`src/rtl/issueque_int.sv`:
```
// Integer issue queue: compacting age-ordered buffer that snoops the CDB for
// operand wakeup and presents the oldest ready instruction to the issue unit.
module issueque_int #(
  parameter int DEPTH = 4,
  parameter int TAGW  = 6,
  parameter int DATAW = 32
) (
  input  logic             clk,
  input  logic             reset,
  input  logic             dispatch_en,
  input  logic [3:0]       dispatch_opcode,
  input  logic [DATAW-1:0] dispatch_rsdata,
  input  logic [TAGW-1:0]  dispatch_rstag,
  input  logic             dispatch_rsvalid,
  input  logic [DATAW-1:0] dispatch_rtdata,
  input  logic [TAGW-1:0]  dispatch_rttag,
  input  logic             dispatch_rtvalid,
  input  logic [TAGW-1:0]  dispatch_rdtag,
  output logic             issueque_full,
  input  logic             cdb_valid,
  input  logic [TAGW-1:0]  cdb_tagout,
  input  logic [DATAW-1:0] cdb_out,
  input  logic             flush,
  output logic             ready_int,
  output logic [3:0]       issueque_opcode,
  output logic [DATAW-1:0] issueque_rsdata,
  output logic [DATAW-1:0] issueque_rtdata,
  output logic [TAGW-1:0]  issueque_rdtag,
  input  logic             issue_int
);

  localparam int CW = $clog2(DEPTH + 1);

  typedef struct packed {
    logic             valid;
    logic [3:0]       opcode;
    logic [DATAW-1:0] rsdata;
    logic [TAGW-1:0]  rstag;
    logic             rsvalid;
    logic [DATAW-1:0] rtdata;
    logic [TAGW-1:0]  rttag;
    logic             rtvalid;
    logic [TAGW-1:0]  rdtag;
  } entry_t;

  entry_t           q     [DEPTH];
  entry_t           q_nxt [DEPTH];
  entry_t           up    [DEPTH];
  entry_t           src;
  entry_t           din;
  logic [DEPTH-1:0] rdy;
  logic             do_issue;
  logic             disp_ok;
  logic [CW-1:0]    sel;
  logic [CW-1:0]    cnt;
  logic [CW-1:0]    wr_idx;

  // Wakeup applied to one entry; both operands may match the same broadcast.
  function automatic entry_t snoop(input entry_t e, input logic cv,
                                   input logic [TAGW-1:0] ct,
                                   input logic [DATAW-1:0] cd);
    entry_t r;
    r = e;
    if (cv && !e.rsvalid && e.rstag == ct) begin
      r.rsdata  = cd;
      r.rsvalid = 1'b1;
    end
    if (cv && !e.rtvalid && e.rttag == ct) begin
      r.rtdata  = cd;
      r.rtvalid = 1'b1;
    end
    return r;
  endfunction

  always_comb begin
    sel             = '0;
    cnt             = '0;
    ready_int       = 1'b0;
    issueque_opcode = '0;
    issueque_rsdata = '0;
    issueque_rtdata = '0;
    issueque_rdtag  = '0;
    for (int i = 0; i < DEPTH; i++) begin
      rdy[i] = q[i].valid & q[i].rsvalid & q[i].rtvalid;
      if (q[i].valid) cnt = CW'(i + 1);
    end
    // Scan from the youngest so the oldest ready entry wins.
    for (int i = DEPTH - 1; i >= 0; i--) begin
      if (rdy[i]) begin
        ready_int       = 1'b1;
        sel             = CW'(i);
        issueque_opcode = q[i].opcode;
        issueque_rsdata = q[i].rsdata;
        issueque_rtdata = q[i].rtdata;
        issueque_rdtag  = q[i].rdtag;
      end
    end
  end

  assign issueque_full = q[DEPTH-1].valid;
  assign do_issue      = issue_int & ready_int;
  assign disp_ok       = dispatch_en & ~issueque_full;
  assign wr_idx        = cnt - CW'(do_issue);

  always_comb begin
    din         = '0;
    din.valid   = 1'b1;
    din.opcode  = dispatch_opcode;
    din.rsdata  = dispatch_rsdata;
    din.rstag   = dispatch_rstag;
    din.rsvalid = dispatch_rsvalid;
    din.rtdata  = dispatch_rtdata;
    din.rttag   = dispatch_rttag;
    din.rtvalid = dispatch_rtvalid;
    din.rdtag   = dispatch_rdtag;
    for (int i = 0; i < DEPTH - 1; i++) up[i] = q[i+1];
    up[DEPTH-1] = '0;
    src = '0;
    for (int i = 0; i < DEPTH; i++) begin
      src      = (do_issue && CW'(i) >= sel) ? up[i] : q[i];
      q_nxt[i] = '0;
      if (src.valid)
        q_nxt[i] = snoop(src, cdb_valid, cdb_tagout, cdb_out);
      else if (disp_ok && wr_idx == CW'(i))
        q_nxt[i] = snoop(din, cdb_valid, cdb_tagout, cdb_out);
    end
  end

  always_ff @(posedge clk or negedge reset) begin
    if (!reset) begin
      for (int i = 0; i < DEPTH; i++) q[i] <= '0;
    end else if (flush) begin
      for (int i = 0; i < DEPTH; i++) q[i].valid <= 1'b0;
    end else begin
      for (int i = 0; i < DEPTH; i++) q[i] <= q_nxt[i];
    end
  end

endmodule

```
`config.mk`:
```
export PLATFORM = sky130hd
export DESIGN_NAME = issueque_int
export DESIGN_NICKNAME = d
export VERILOG_FILES = /design/src/rtl/issueque_int.sv
export SDC_FILE = /design/constraint.sdc
export NUM_CORES = 1
export LEC_CHECK = 0
export CAP_MARGIN = 30
export CORE_ASPECT_RATIO = 1.4
export CORE_UTILIZATION = 45
export CTS_CLUSTER_DIAMETER = 150
export DETAILED_ROUTE_END_ITERATION = 6
export SYNTH_ARGS = -nofsm -noshare
export SYNTH_HDL_FRONTEND = slang
export SYNTH_SLANG_ARGS = --single-unit
```
`constraint.sdc`:
```
create_clock -name clk -period 7.85 [get_ports clk]
set_clock_uncertainty 0.05 [all_clocks]
set_input_delay 1.57 -clock clk [delete_from_list [all_inputs] [get_ports clk]]
set_output_delay 1.57 -clock clk [all_outputs]
set_load 0.005 [all_outputs]
```
==> summary.txt <==
Outcome
  • Status: complete, no violations

Drt
  • Final WL: between 90000 and 100000 um
  • DR DRC count: 0
  • Post-route ant nets: 0
  • Drt via density: ~6.7
  • Drt first-iter violations: 2256
  • Via count: around 22000
  • DR pass1 iterations: 6
  • Routed WL per cell: about 27 um

Setup path
  • CP endpoint: issueque_rsdata[31]
  • R2R depth: 10
  • Register-to-register setup slack: 2.31 ns
  • Crit-path most repeated cell: o21ai_0
  • Max stage delay cell, worst path: buf_4
  • CP Buf/Inv Count: 2
  • Data required time at the worst endpoint: slightly above 6 ns
  • Crit path max-delay family: buffers and inverters
  • R2r startpoint: q[177]
  • Worst Path Max Fanout: 62
  • Arr. time, crit path: between 4 and 5 ns
  • Reg2reg end: q[108]
  • Crit path launch type: register
  • Setup CP Type: register to primary output
  • WP depth: 6
  • Crit path largest cell delay: 0.88 ns
  • Setup crit end kind: primary output
  • Worst-path cell chain: and3_4 > buf_4 > a221o_1 > o21ai_0 > o21ai_0 > clkdlybuf4s50_1
  • Crit path from: q[177]

STA
  • Top achievable clock speed: ~170 MHz
  • RSZ-0062 raised after global routing: false
  • Final worst setup slack: approximately 1.9 ns
  • Slew Viols, Final: 0
  • Tightest Pin Transition: about 1.1 ns
  • Tmin final: approximately 6.0 ns
  • Slew margin rel.: 27.76%
  • Final TNS setup: 0 ns
  • Final critical-path share of the clock period: between 70% and 80%
  • Fin Hold WS: 0.4366 ns
  • Final hold violation count: 0
  • Final setup fails: 0

Placement
  • Post-DP HPWL: 54220 um
  • Placed Area: approximately 25000 um2
  • Worst slack, placed: 2.028 ns
  • Port-buffer cells: 207
  • Final RePlAce weighted congestion: 0.9517

Yosys
  • Post-Syn Area: 22690 um2
  • Mapped Cells: ~2700
  • Main combinational cell family by area after synthesis: compound AO/OA/AOI/OAI gates
  • Number of synthesized register bits: 356
  • Post-synthesis compound-gate area fraction: between 20% and 30%
  • Post-Synth Adder-Cell Area: 0.1103%
  • Yosys warnings: 0
  • Synth area leaders: dfrtp_1 (39%), mux2i_1 (8.0%), nand2_1 (7.7%), o21ai_0 (5.9%), a221o_1 (4.8%)
  • Async set-reset flop share out of synthesis: 100.0%
  • Top-area cell type share of the netlist area: 39.26%
  • Top FF cell, synth: dfrtp_1
  • Xor-xnor portion of the synthesized cell area: 1.621%
  • Mux cell area share after synthesis: 9.622%
  • Synth Area in Simple Gates: 18.22%
  • Sequential area share after synthesis: around 39%
  • Dominant cell type by area after synthesis: dfrtp_1
  • Avg Inst Size Synth: 8.527 um2
  • Post-synth EDFFs: 0
  • Distinct cells, synth: between 70 and 80
  • Syn_nets: approximately 2800

Global routing
  • Pin count of the biggest net entering global routing: 177
  • Initial antenna violation count: 1
  • Overflow after GRT: 0
  • Vias in the first global route: roughly 22000
  • First-pass GRT wire length: 137900 um
  • Gr usage total: 35.50%

CTS
  • Hold Buf Count CTS: 0
  • TritonCTS clock tree: built
  • Clock root cell: clkbuf_16
  • H-tree depth: 2
  • Post_cts resized: 0
  • Clk slew on worst S/H paths: 0.06 ns
  • Worst-skew pair later-pin latency: approximately 0.56 ns
  • Post-CTS setup buffers: 0
  • CTS max path bufs: 3
  • Num CTS Buffers: 40
  • Clock sinks: approximately 360

Finish
  • Final Cell Area: 26430 um2
  • Share of cells above drive strength 1: 7.338%
  • Total inserted antenna cells: 0
  • Fin nets: 2817
  • Layout area overhead: 16.46%

Die
  • Die Y: 267.7 um
  • Core area: between 40000 and 50000 um2
  • Total die area: 51340 um2
  • Initial core utilization: 45.49%
  • Die Wd: 191.8 um
  • Io pins: 208
  • Rows: 97

Min path
  • Min-Delay Path Class: register to register
  • Min-delay src: q[290]

Power
  • PwrDens: about 260 nW/um2
  • Cell Int Power: approximately 4.3 mW
  • VDD IR max: roughly 0.2 mV
  • Net switching power: 2.628 mW
  • Reg power frac: between 40% and 50%
  • Net Sw Frac: 37.86%
  • Clock share of power: between 20% and 30%
  • Gate power share: 30.5%
  • Lkg Pwr: ~11 nW

Run
  • Max-cap violations: 0
-- layout make-up --
cell class,instances,area [um2]
well taps,643,804.5
clock buffers,56,1182
inverters,18,67.56
multi-input cells,2002,12690
repair buffers,265,2585
fillers,4637,23460
flip-flops and latches,356,8909
clock inverters,15,182.7
-- stage by stage --
stage / instances / total power, mW / utilization (%)
after floorplan: 2661 / 4.032 / -
after global placement: 3280 / 4.823 / 50.07
after detailed placement: 3283 / 4.902 / 50.20
after CTS: 3354 / 6.902 / 52.94
after global routing: 3355 / 7.237 / 52.98
final: 3355 / 6.941 / 52.98
-- synth_stat cells (all sizes together), types with 3 or more instances --
| cell | number |
|---|---|
| a21boi | 3 |
| nor2 | 234 |
| xnor2 | 27 |
| a22o | 15 |
| and2 | 68 |
| a211o | 32 |
| o221ai | 33 |
| o32a | 32 |
| a21oi | 91 |
| clkbuf | 216 |
| nand3 | 30 |
| a2111oi | 4 |
| dfrtp | 356 |
| a21o | 4 |
| or3 | 36 |
| a221oi | 22 |
| nand2b | 3 |
| nand2 | 463 |
| nor4 | 3 |
| o211ai | 32 |
| and3 | 13 |
| a211oi | 7 |
| nand4 | 9 |
| and4 | 34 |
| nor3 | 13 |
| a22oi | 81 |
| a221o | 109 |
| mux2i | 181 |
| nor2b | 8 |
| inv | 17 |
| o21ai | 274 |
| o22a | 22 |
| a31oi | 37 |
| mux2 | 33 |
| xor2 | 15 |
| buf | 69 |
-- kinds of logic (layout without fill, tap and decap cells) --
logic type | after synthesis | in the layout
compound gates | 821 | 821
xor+xnor | 42 | 42
fa+ha+maj | 2 | 2
buf+inv | 303 | 354
flops | 356 | 356
mux | 214 | 214
simple gates | 923 | 923
-- worst min-delay path, stage by stage (launching register included) --
cell and delay, ns:
dfrtp_1 0.34, nand2_1 0.05, o221ai_1 0.06
-- state kept, by name, summed over array words and instances, names as in the netlist --
| signal | count |
|---|---|
| q | 355 |
| issueque_full | 1 |
-- worst min-delay path by stage --
stage	to	cells after the start	slack, ns
floorplan	q[275]	2	0.40
global placement	q[315]	2	0.42
detailed placement	q[280]	2	0.42
CTS	q[290]	2	0.44
global route	q[290]	2	0.45
finish	q[290]	2	0.44
-- power by group through the flow --
stage | clock network [mW] | registers, mW | logic, mW
5_1_grt | 2.09 | 2.87 | 2.28
4_1_cts | 2.02 | 2.79 | 2.09
3_3_place_gp | 0 | 2.80 | 2.02
6_report | 2.01 | 2.82 | 2.12
3_5_place_dp | 0 | 2.82 | 2.08
2_1_floorplan | 0 | 2.66 | 1.37
-- placed cells by master (no fill, tap or decap), types with 5 or more instances in the layout --
master | netlist | layout
nand2_1 | 463 | 461
dfrtp_1 | 356 | 356
o21ai_0 | 268 | 268
nor2_1 | 234 | 232
clkdlybuf4s50_1 | 0 | 205
mux2i_1 | 181 | 181
a221o_1 | 109 | 109
a21oi_1 | 91 | 90
a22oi_1 | 81 | 81
and2_1 | 67 | 68
buf_4 | 3 | 52
clkbuf_16 | 0 | 41
or3_1 | 36 | 36
a31oi_1 | 37 | 35
mux2_2 | 33 | 33
o221ai_1 | 33 | 33
and4_1 | 33 | 33
o211ai_1 | 32 | 32
a211o_1 | 32 | 32
o32a_1 | 32 | 32
nand3_1 | 30 | 28
xnor2_1 | 27 | 27
o22a_1 | 22 | 22
a221oi_1 | 22 | 22
inv_1 | 16 | 16
xor2_1 | 15 | 15
a22o_1 | 15 | 15
nor3_1 | 10 | 10
clkbuf_8 | 0 | 10
and3_1 | 13 | 9
clkinv_2 | 0 | 9
nor2b_1 | 8 | 7
nand4_1 | 6 | 6
a211oi_1 | 5 | 5
clkbuf_1 | 215 | 5
-- layer usage --
metal / global-route usage (%) / routed length, um / vias to the layer above
li1: - / - / 9717
met1: 43.94 / 34710 / 11060
met2: 58.53 / 43210 / 1283
met3: 4.901 / 7720 / 329
met4: 21.19 / 5503 / 2
met5: 0 / 16 / -
No activity file was read; power rests on OpenSTA's default activity.
